<file path="src/rtl/mem_arbiter_n.sv">
// mem_arbiter_n: N-port main-memory arbiter.
// Serialises read/write commands (plus multi-beat write data) from NUM_PORTS
// clients onto one memory channel behind a registered grant, and routes
// response valids back to the client named by the response tag.
// Optional feature macro: MEM_ARB_RR_EN selects round-robin arbitration;
// when undefined, the lowest-indexed valid port always wins.

`ifndef MEM_ADDR_BITS
`define MEM_ADDR_BITS 32
`endif
`ifndef MEM_DATA_BITS
`define MEM_DATA_BITS 64
`endif
`ifndef MEM_TAG_BITS
`define MEM_TAG_BITS 4
`endif

module mem_arbiter_n #(
    parameter int NUM_PORTS   = 2,
    parameter int ADDR_BITS   = `MEM_ADDR_BITS,
    parameter int DATA_BITS   = `MEM_DATA_BITS,
    parameter int TAG_BITS    = `MEM_TAG_BITS,
    parameter int WRITE_BEATS = 4
) (
    input  logic                             clk,
    input  logic                             reset,

    input  logic [NUM_PORTS-1:0]             port_req_valid,
    output logic [NUM_PORTS-1:0]             port_req_ready,
    input  logic [NUM_PORTS-1:0]             port_req_rw,
    input  logic [NUM_PORTS*ADDR_BITS-1:0]   port_req_addr,
    input  logic [NUM_PORTS-1:0]             port_req_data_valid,
    output logic [NUM_PORTS-1:0]             port_req_data_ready,
    input  logic [NUM_PORTS*DATA_BITS-1:0]   port_req_data_bits,
    input  logic [NUM_PORTS*DATA_BITS/8-1:0] port_req_data_mask,
    output logic [NUM_PORTS-1:0]             port_resp_valid,

    output logic                             mem_req_valid,
    output logic                             mem_req_rw,
    input  logic                             mem_req_ready,
    output logic [ADDR_BITS-1:0]             mem_req_addr,
    output logic [TAG_BITS-1:0]              mem_req_tag,
    output logic                             mem_req_data_valid,
    input  logic                             mem_req_data_ready,
    output logic [DATA_BITS-1:0]             mem_req_data_bits,
    output logic [DATA_BITS/8-1:0]           mem_req_data_mask,
    input  logic                             mem_resp_valid,
    input  logic [TAG_BITS-1:0]              mem_resp_tag
);

    localparam int IDX_BITS  = (NUM_PORTS > 1) ? $clog2(NUM_PORTS) : 1;
    localparam int CNT_BITS  = (WRITE_BEATS > 1) ? $clog2(WRITE_BEATS + 1) : 1;
    localparam int MASK_BITS = DATA_BITS / 8;

    localparam logic [CNT_BITS-1:0] LAST_BEAT = CNT_BITS'(WRITE_BEATS - 1);
    localparam logic [IDX_BITS-1:0] LAST_PORT = IDX_BITS'(NUM_PORTS - 1);

    typedef enum logic [1:0] {
        IDLE  = 2'd0,
        REQ   = 2'd1,
        WDATA = 2'd2
    } state_e;

    state_e                state_q,  state_d;
    logic [IDX_BITS-1:0]   grant_q,  grant_d;
    logic [IDX_BITS-1:0]   prio_q,   prio_d;
    logic [CNT_BITS-1:0]   cnt_q,    cnt_d;

    logic [IDX_BITS-1:0]   winner;
    logic                  winner_found;
    logic [IDX_BITS-1:0]   prio_next;
    logic [NUM_PORTS-1:0]  grant_oh;

    logic                  sel_valid;
    logic                  sel_rw;
    logic [ADDR_BITS-1:0]  sel_addr;
    logic                  sel_data_valid;
    logic [DATA_BITS-1:0]  sel_data_bits;
    logic [MASK_BITS-1:0]  sel_data_mask;

    logic                  cmd_fire;
    logic                  beat_fire;

    // Pick the first valid port at or above the priority pointer, wrapping
    // at the top. With the pointer pinned at 0 this is plain fixed priority.
    always_comb begin
        // NOTE: every always_comb output gets a default first so no path
        // leaves it unassigned and a latch is never inferred.
        winner       = prio_q;
        winner_found = 1'b0;
        for (int k = 0; k < NUM_PORTS; k++) begin
            if (!winner_found && port_req_valid[(int'(prio_q) + k) % NUM_PORTS]) begin
                winner       = IDX_BITS'((int'(prio_q) + k) % NUM_PORTS);
                winner_found = 1'b1;
            end
        end
    end

    // Steer the granted port's command and write-beat fields onto local buses.
    always_comb begin
        grant_oh       = '0;
        sel_valid      = 1'b0;
        sel_rw         = 1'b0;
        sel_addr       = '0;
        sel_data_valid = 1'b0;
        sel_data_bits  = '0;
        sel_data_mask  = '0;
        for (int i = 0; i < NUM_PORTS; i++) begin
            if (grant_q == IDX_BITS'(i)) begin
                grant_oh[i]    = 1'b1;
                sel_valid      = port_req_valid[i];
                sel_rw         = port_req_rw[i];
                sel_addr       = port_req_addr[i*ADDR_BITS +: ADDR_BITS];
                sel_data_valid = port_req_data_valid[i];
                sel_data_bits  = port_req_data_bits[i*DATA_BITS +: DATA_BITS];
                sel_data_mask  = port_req_data_mask[i*MASK_BITS +: MASK_BITS];
            end
        end
    end

    assign cmd_fire  = (state_q == REQ)   && sel_valid      && mem_req_ready;
    assign beat_fire = (state_q == WDATA) && sel_data_valid && mem_req_data_ready;

`ifdef MEM_ARB_RR_EN
    // Round-robin: the port after the one just served gets first look next.
    assign prio_next = (grant_q == LAST_PORT) ? '0 : grant_q + IDX_BITS'(1);
`else
    // Fixed priority: the scan always starts at port 0.
    assign prio_next = '0;
`endif

    // Next-state logic for the grant/write-data sequencer.
    always_comb begin
        state_d = state_q;
        grant_d = grant_q;
        prio_d  = prio_q;
        cnt_d   = cnt_q;
        case (state_q)
            IDLE: begin
                if (winner_found) begin
                    grant_d = winner;
                    state_d = REQ;
                end
            end
            REQ: begin
                if (!sel_valid) begin
                    // Client withdrew its command: re-arbitrate without issuing.
                    state_d = IDLE;
                end else if (cmd_fire) begin
                    prio_d = prio_next;
                    if (sel_rw) begin
                        cnt_d   = '0;
                        state_d = WDATA;
                    end else begin
                        state_d = IDLE;
                    end
                end
            end
            WDATA: begin
                if (beat_fire) begin
                    cnt_d = cnt_q + CNT_BITS'(1);
                    if (cnt_q == LAST_BEAT) begin
                        state_d = IDLE;
                    end
                end
            end
            default: state_d = IDLE;
        endcase
    end

    // Sequencer registers; reset abandons any in-flight write.
    always_ff @(posedge clk or posedge reset) begin
        // NOTE: state registers use non-blocking assignments so every flop
        // samples pre-edge values regardless of statement order.
        if (reset) begin
            state_q <= IDLE;
            grant_q <= '0;
            prio_q  <= '0;
            cnt_q   <= '0;
        end else begin
            state_q <= state_d;
            grant_q <= grant_d;
            prio_q  <= prio_d;
            cnt_q   <= cnt_d;
        end
    end

    // Memory-side and port-side handshake outputs, decoded from the state.
    always_comb begin
        mem_req_valid       = 1'b0;
        mem_req_rw          = 1'b0;
        mem_req_addr        = sel_addr;
        mem_req_tag         = TAG_BITS'(grant_q);
        mem_req_data_valid  = 1'b0;
        mem_req_data_bits   = sel_data_bits;
        mem_req_data_mask   = sel_data_mask;
        port_req_ready      = '0;
        port_req_data_ready = '0;
        case (state_q)
            REQ: begin
                mem_req_valid  = sel_valid;
                mem_req_rw     = sel_rw;
                port_req_ready = grant_oh & {NUM_PORTS{mem_req_ready}};
            end
            WDATA: begin
                mem_req_data_valid  = sel_data_valid;
                port_req_data_ready = grant_oh & {NUM_PORTS{mem_req_data_ready}};
            end
            default: begin
            end
        endcase
    end

    // Response steering by tag; out-of-range tags match no port.
    always_comb begin
        port_resp_valid = '0;
        for (int i = 0; i < NUM_PORTS; i++) begin
            port_resp_valid[i] = !reset && mem_resp_valid &&
                                 (mem_resp_tag == TAG_BITS'(i));
        end
    end

endmodule

</file>
<file path="config.mk">
export PLATFORM = sky130hd
export DESIGN_NAME = mem_arbiter_n
export DESIGN_NICKNAME = d
export VERILOG_FILES = /design/src/rtl/mem_arbiter_n.sv
export SDC_FILE = /design/constraint.sdc
export NUM_CORES = 1
export LEC_CHECK = 0
export CAP_MARGIN = 20
export CORE_AREA = 8 8 124 126
export DETAILED_ROUTE_END_ITERATION = 16
export DIE_AREA = 0 0 132 134
export PLACE_DENSITY_LB_ADDON = 0.3
export SLEW_MARGIN = 20
export SYNTH_ARGS = -nofsm -noshare
export SYNTH_HDL_FRONTEND = slang
export SYNTH_SLANG_ARGS = --single-unit
export TNS_END_PERCENT = 50
</file>
<file path="constraint.sdc">
create_clock -name clk -period 4 [get_ports clk]
set_input_delay 0.8 -clock clk [delete_from_list [all_inputs] [get_ports clk]]
set_output_delay 0.8 -clock clk [all_outputs]
set_load 0.05 [all_outputs]
</file>
; ---- Word level (Yosys, flattened, before mapping)
; Index checks and enable logic that the tools add are counted.
[word_totals]
elab_cells = 61
out_inout_bits = 117
inputBits = 223
ff_bits = 6
[classes]
n_bitwise = 2
addsub = 1
eq_ne = 11
reduce_logical = 16
muxes = 28
[ops]
columns = operator, count
row1 = 64-bit two-way mux, 1
row2 = 32-bit two-way mux, 1
row3 = 2-bit two-way mux, 8
row4 = 3-bit two-way mux, 4
row5 = 1-bit two-way mux, 11
row6 = "2-bit inequality test, second input constant", 5
row7 = 1-bit logical AND, 8
row8 = 8-bit two-way mux, 1
row9 = 2-bit one-hot mux with 3 select lines, 1
row10 = 3-bit one-hot mux with 2 select lines, 1
row11 = 5-bit AND reduction, 1
row12 = 2-bit AND, 2
row13 = "4-bit by 1-bit equality test with 1-bit output, second input constant", 1
row14 = 4-bit logical NOT, 1
row15 = 4-bit AND reduction, 1
row16 = "3-bit by 1-bit adder with 3-bit output, second input constant", 1
row17 = "3-bit by 2-bit equality test with 1-bit output, second input constant", 1
row18 = "3-bit inequality test, second input constant", 1
row19 = "2-bit by 1-bit equality test with 1-bit output, second input constant", 1
row20 = "2-bit equality test, second input constant", 1
row21 = 1-bit logical NOT, 2
row22 = 2-bit logical NOT, 1
row23 = "2-bit by 1-bit inequality test with 1-bit output, second input constant", 1
row24 = 2-bit AND reduction, 1
row25 = 2-bit nonzero test, 1

; ---- Longest topological paths before layout
[logic_depth]
word_depth = 6
ltp_mapped = 6
depth_no_buf = 5

; ---- Least setup slack after synthesis
; Ideal clock, no wire load.
[synth_timing]
kind = input to output
startpoint = in reset
endpoint = out port_resp_valid[0]
path_buffers = 0
path_slack_ps = 1377
arrival_ps = 1823
cell_stages = 3
cell_sequence = nor4_1 nand2_1 nor2_1
[synth_between]
elab_chain_len = 3
[synth_rtl]
columns = element, line
row1 = "start, declared", 26  ; input logic reset,
row2 = 1-bit logical NOT, 218  ; port_resp_valid[i] = !reset && mem_resp_valid &&
row3 = 1-bit logical AND (2 in series), 218
row4 = "end, declared", 36  ; output logic [NUM_PORTS-1:0] port_resp_valid,
; No other way between the ends.

; ---- Worst setup path in the final report
[layout_timing]
startpoint = in reset
endpoint = out port_resp_valid[1]
; The elaborated chain is that of the path after synthesis.

==> impl_metrics.yaml <==
timing:
  slew_violations: 0
  relSlewSlack: 0.5268
  finalSetupViolations: 0
  skew_ns: 0.002927
  fmax_mhz: 297.3
  setup_tns_ns: 0
  hold_violations: 0
  worst_pin_slew_ns: 0.7097
  period_needed_ns: 3.364
  rsz0062_at_grt: "no"
  period_share: 0.8410
  whs_ns: 0.4953
worst_setup_path:
  critical_path.cell_chain: "clkdlybuf4s50_1 > nor4_1 > and3_1 > clkdlybuf4s50_1"
  cp.required_ns: 3.20
  arrival_ns: 2.56
  critPathBufInv: 2
  cp_slowest_cell: "clkdlybuf4s50_1"
  cp-start-kind: "input port"
  crit_fanout: 2
  timing.rr.start: "grant_q$_DFFE_PP0P_"
  worstSetupPathType: "in2out"
  cpPeakStageDelay_ns: 0.81
  crit_top_cell: "clkdlybuf4s50_1"
  critical_path.startpoint: "reset"
  end_kind: "output pin"
  crit_family: "buffers and inverters"
synth:
  yosys.cell_types.count: 24
  synth_top_cell_area_share: 0.6873
  synth.cell_area_mm2: 0.001720
  synth_cells: 174
  ys_seq_area_frac: 0.08727
  synth_seq_cells: 6
  synth.avg_cell_area_um2: 9.887
  yosysTopAreaCell: "mux2_1"
  ys_warn_count: 0
  synth_area_leaders: "mux2_1, dfrtp_1, buf_2"
floorplanning:
  die_h_um: 134
  ioPinCount: 340
  num_rows: 43
  die_w_um: 132
  initial_core_util: 0.1274
  coreArea_mm2: 0.01350
  die_area_mm2: 0.01769
layout:
  final_cell_mix: "clkdlybuf4s50_1, mux2_1, nor2_1"
  postLayoutCoreUtil: 0.3936
  diodes: 0
  layout_commonest_cell: "clkdlybuf4s50_1"
  layout-drive-gt1-share: 0.02000
  fill_cells: 1362
  fin_nets: 726
  syn2layout_area_growth_pct: 208.9
routing:
  ant_nets: 0
  drc: 0
  via_per_inst: 3.956
  wire_per_inst_um: 18.77
  drt-pass1-iter-count: 4
  finalWirelength_mm: 12.77
  num_vias: 2690
  drtIter0Drc: 42
clocking:
  clock_tree.buffer_depth: 2
  clkSinkCount: 6
  cts_made_buffers: 3
  holdBufCountCts: 0
  cts_tree: "done"
  cts_root_buf: "clkbuf_16"
  postCtsSetupBuffers: 0
  cts.clk_slew.worst_paths_ns: 0.03
  htree_levels: 1
  clk_latency_ns: 0.23
  cts_resized: 0
min_path:
  worstHoldStart: "cnt_q[2]$_DFFE_PP0P_"
  hold_path.class: "reg2reg"
global_route:
  overflow: 0
  grt_usage: 0.1333
  grt_antenna_before_repair: 0
  grt_pass1_vias: 3006
  grt_max_degree: 116
  grt_pass1_wl_mm: 18.67
placement:
  dp.final_hpwl_mm: 11.41
  gp_congestion: 0.8153
  io_buffers: 336
outcome:
  status: "completed"
power_and_ir_drop:
  p_per_area_mw_per_mm2: 599.1
  peakVddDrop_uv: 421.5
  p_leak_nw: 1.996
job:
  maxCapViolations: 0
-- through the flow --
| step | cells | instance area [um^2] | power, mW | setup slack [ns] |
|---|---|---|---|---|
| final | 680 | 5315 | 3.185 | 0.6361 |
| after global routing | 680 | 5315 | 3.315 | 0.4570 |
| after CTS | 680 | 5315 | 3.225 | 0.6254 |
| after detailed placement | 676 | 5236 | 3.047 | 0.6227 |
| after global placement | 676 | 5236 | 3.031 | 0.6436 |
| after floorplan | 176 | 1728 | 2.053 | 1.377 |
-- synth_stat cells --
| cell type | n |
|---|---|
| buf_4 | 5 |
| nand3_1 | 2 |
| nor4_1 | 1 |
| buf_6 | 1 |
| nor2_2 | 1 |
| conb_1 | 1 |
| dfrtp_1 | 6 |
| mux2_2 | 1 |
| mux2i_2 | 2 |
| ha_1 | 2 |
| and3_1 | 3 |
| nand3b_1 | 4 |
| nand2_1 | 4 |
| nor2b_1 | 2 |
| inv_1 | 3 |
| mux2i_1 | 2 |
| nor2_1 | 11 |
| o22a_1 | 1 |
| o21ai_2 | 1 |
| a21oi_1 | 2 |
| o21ai_0 | 1 |
| mux2_1 | 105 |
| nand2b_1 | 2 |
| buf_2 | 11 |
-- logic make-up (layout without fill, tap and decap cells) --
group | Yosys count | after routing | synth area share
compound gates | 5 | 5 | 0.01891
flops | 6 | 6 | 0.08727
mux | 110 | 110 | 0.7215
fa+ha+maj | 2 | 2 | 0.01454
other cells | 1 | 3 | 0.002180
buf+inv | 20 | 344 | 0.06691
simple gates | 30 | 30 | 0.08873
-- worst reg2reg max path, stage by stage, from the launching register on --
cell and delay, ns:
dfrtp_4 0.40, buf_12 0.38, mux2i_2 0.53, nor2_2 0.09, o21ai_2 0.21, mux2_1 0.34
-- report_power, final --
group	switching [mW]	internal, mW
combinational	1.81	1.10
clock	0.0319	0.132
sequential	0.0295	0.0889
total	1.87	1.32
-- registers in the layout, indices dropped and copies added (netlist names) --
register	cells
state_q	2
grant_q	1
cnt_q	3
-- cell type report --
class | instances | area (um^2) | share of cell area
Clock buffer | 4 | 78.83 | 0.01483
Inverter | 3 | 11.26 | 0.002119
Timing Repair Buffer | 337 | 3383 | 0.6365
Sequential cell | 6 | 153.9 | 0.02895
Tap cell | 180 | 225.2 | 0.04237
Multi-Input combinational cell | 150 | 1463 | 0.2752
-- final timing paths --
kind	cells after the start	to	slack, ns
hold reg to reg	1	cnt_q[2]$_DFFE_PP0P_	0.50
hold / removal	1	cnt_q[2]$_DFFE_PP0P_	0.50
setup / recovery	4	port_resp_valid[1]	0.64
max in group asynchronous	2	grant_q$_DFFE_PP0P_	2.96
min in group asynchronous	2	state_q[0]$_DFFE_PP0P_	0.83
setup reg to reg	5	cnt_q[2]$_DFFE_PP0P_	1.92
-- layer usage --
metal,routed length (um),part of all wire,GRT usage,vias up
met2,6820,0.53,0.2560,164
met4,56,0.0044,0.01340,0
met1,4811,0.38,0.1432,1242
li1,-,-,-,1280
met3,1078,0.084,0.04226,4
met5,0,0,0,-
(Power assumes the default switching activity.)
==> edit: new RTL, config.mk and constraints unchanged <==
Change the macro `MEM_ADDR_BITS` from 32 to 64.
--- a/src/rtl/mem_arbiter_n.sv
+++ b/src/rtl/mem_arbiter_n.sv
@@ -7,5 +7,5 @@
 
 `ifndef MEM_ADDR_BITS
-`define MEM_ADDR_BITS 32
+`define MEM_ADDR_BITS 64
 `endif
 `ifndef MEM_DATA_BITS
Ports: changed (resized mem_req_addr and port_req_addr); port bits go from 340 to 436. No check against the original RTL was run, so the function may have changed too.
==> edit against the unedited design <==
Synthesized area increased by 23%. Via count is 27% higher. Design area up 25%. Sequential cell count did not move. Total power is 32% higher. Worst setup slack got worse by 10 ps. Maximum frequency down 0.30%. Routed wire length is 48% higher. Utilization rose by 9.9 points. Critical path type unchanged. Critical endpoint unchanged. Largest power group unchanged. Highest routed layer unchanged.
==> edit: results <==
{
  "drc_errors": 0,
  "internal_power_mw": 1.76,
  "grt_pass1_wl_um": 26400,
  "vdd_drop_max_uv": 402,
  "cts_buffers": 3,
  "hpwlAfterDp_um": 17100,
  "worstReg2RegEnd": "cnt_q[2]$_DFFE_PP0P_",
  "ys_seq_area_share_pct": 7.12,
  "p_leak_nw": 2.49,
  "grt_pass1_vias": 3869,
  "gp_congestion": 0.882,
  "initialDrtViolationCount": 85,
  "antenna_found_initial": 2,
  "ys_types": 23,
  "arrival_ps": 2570,
  "num-nets-final": 919,
  "slew_headroom_pct": 54.5,
  "path_clk_slew_ps": 30,
  "skew_ps": 6.28,
  "rrSetupSlack_ps": 2050,
  "grt_start_max_net_pins": 97,
  "drive_gt1_share_pct": 23.2,
  "drtPass1Iterations": 4,
  "via_per_inst": 4.20,
  "wl_per_cell_um": 23.3,
  "io_buffers": 432,
  "cts_buffer_depth": 2,
  "ys_top_cells_by_area": "mux2_2 73%, dfrtp_1 7.1%, buf_4 3.9%",
  "outcome": "finished clean",
  "grt.total_usage_pct": 19.8,
  "synth_commonest_cells": "137 x mux2_2, 12 x nor2_1, 11 x buf_4"
}
==> edit: through the flow <==
step | instance area (um2) | instances | total power [mW] | hold slack, ps | worst slack (ps)
floorplan | 2120 | 211 | 2.75 | 481 | 1380
global placement | 6560 | 805 | 4.04 | 495 | 605
detailed placement | 6560 | 805 | 4.05 | 500 | 613
CTS | 6640 | 809 | 4.23 | 514 | 610
global route | 6650 | 811 | 4.35 | 541 | 549
finish | 6650 | 811 | 4.19 | 512 | 626
==> edit: power groups by stage <==
stage          sequential (mW)  clock (mW)  combinational (mW)
5_1_grt                  0.123       0.170                4.06
4_1_cts                  0.118       0.168                3.95
2_1_floorplan            0.108           0                2.64
3_5_place_dp             0.119           0                3.93
3_3_place_gp             0.116           0                3.92
6_report                 0.119       0.166                3.91
==> edit: logic make-up (layout without fill, tap and decap cells) <==
family	count (synthesis)	in the layout	synth area share, %
adders and majority gates	2	2	1.19
muxes	142	142	76.0
buffers and inverters	23	441	6.88
AOI/OAI and AO/OA	5	5	1.54
DFF	6	6	7.12
and+or+nand+nor	30	30	7.12
other	1	5	0.178
==> edit: worst min-delay path by stage <==
| stage | startpoint | slack (ps) | cells past startpoint | endpoint |
|---|---|---|---|---|
| 5_1_grt | cnt_q[2]$_DFFE_PP0P_ | 540 | 1 | cnt_q[2]$_DFFE_PP0P_ |
| 3_3_place_gp | cnt_q[2]$_DFFE_PP0P_ | 490 | 1 | cnt_q[2]$_DFFE_PP0P_ |
| 6_report | cnt_q[2]$_DFFE_PP0P_ | 510 | 1 | cnt_q[2]$_DFFE_PP0P_ |
| 2_1_floorplan | cnt_q[2]$_DFFE_PP0P_ | 480 | 1 | cnt_q[2]$_DFFE_PP0P_ |
| 4_1_cts | cnt_q[2]$_DFFE_PP0P_ | 510 | 1 | cnt_q[2]$_DFFE_PP0P_ |
| 3_5_place_dp | cnt_q[2]$_DFFE_PP0P_ | 500 | 1 | cnt_q[2]$_DFFE_PP0P_ |
==> edit: per-layer routing <==
metal | global-route usage [%] | vias up | wire (um)
met5 | 0 | - | 0
met4 | 4.59 | 0 | 346
met3 | 7.07 | 16 | 1810
met2 | 40.0 | 223 | 10600
met1 | 18.4 | 1563 | 6170
li1 | - | 1606 | -
==> edit: final cells by class <==
cell class / count / area, um2
diodes: 2 / 5.00
flip-flops and latches: 6 / 154
well taps: 180 / 225
clock buffers: 4 / 78.8
repair buffers: 434 / 4350
fillers: 1211 / 6860
inverters: 3 / 11.3
multi-input cells: 182 / 1820
==> edit: critical path, stage by stage <==
cell,delay [ps]
clkdlybuf4s50_1,420
nor4_1,350
and3_1,200
clkdlybuf4s50_1,800
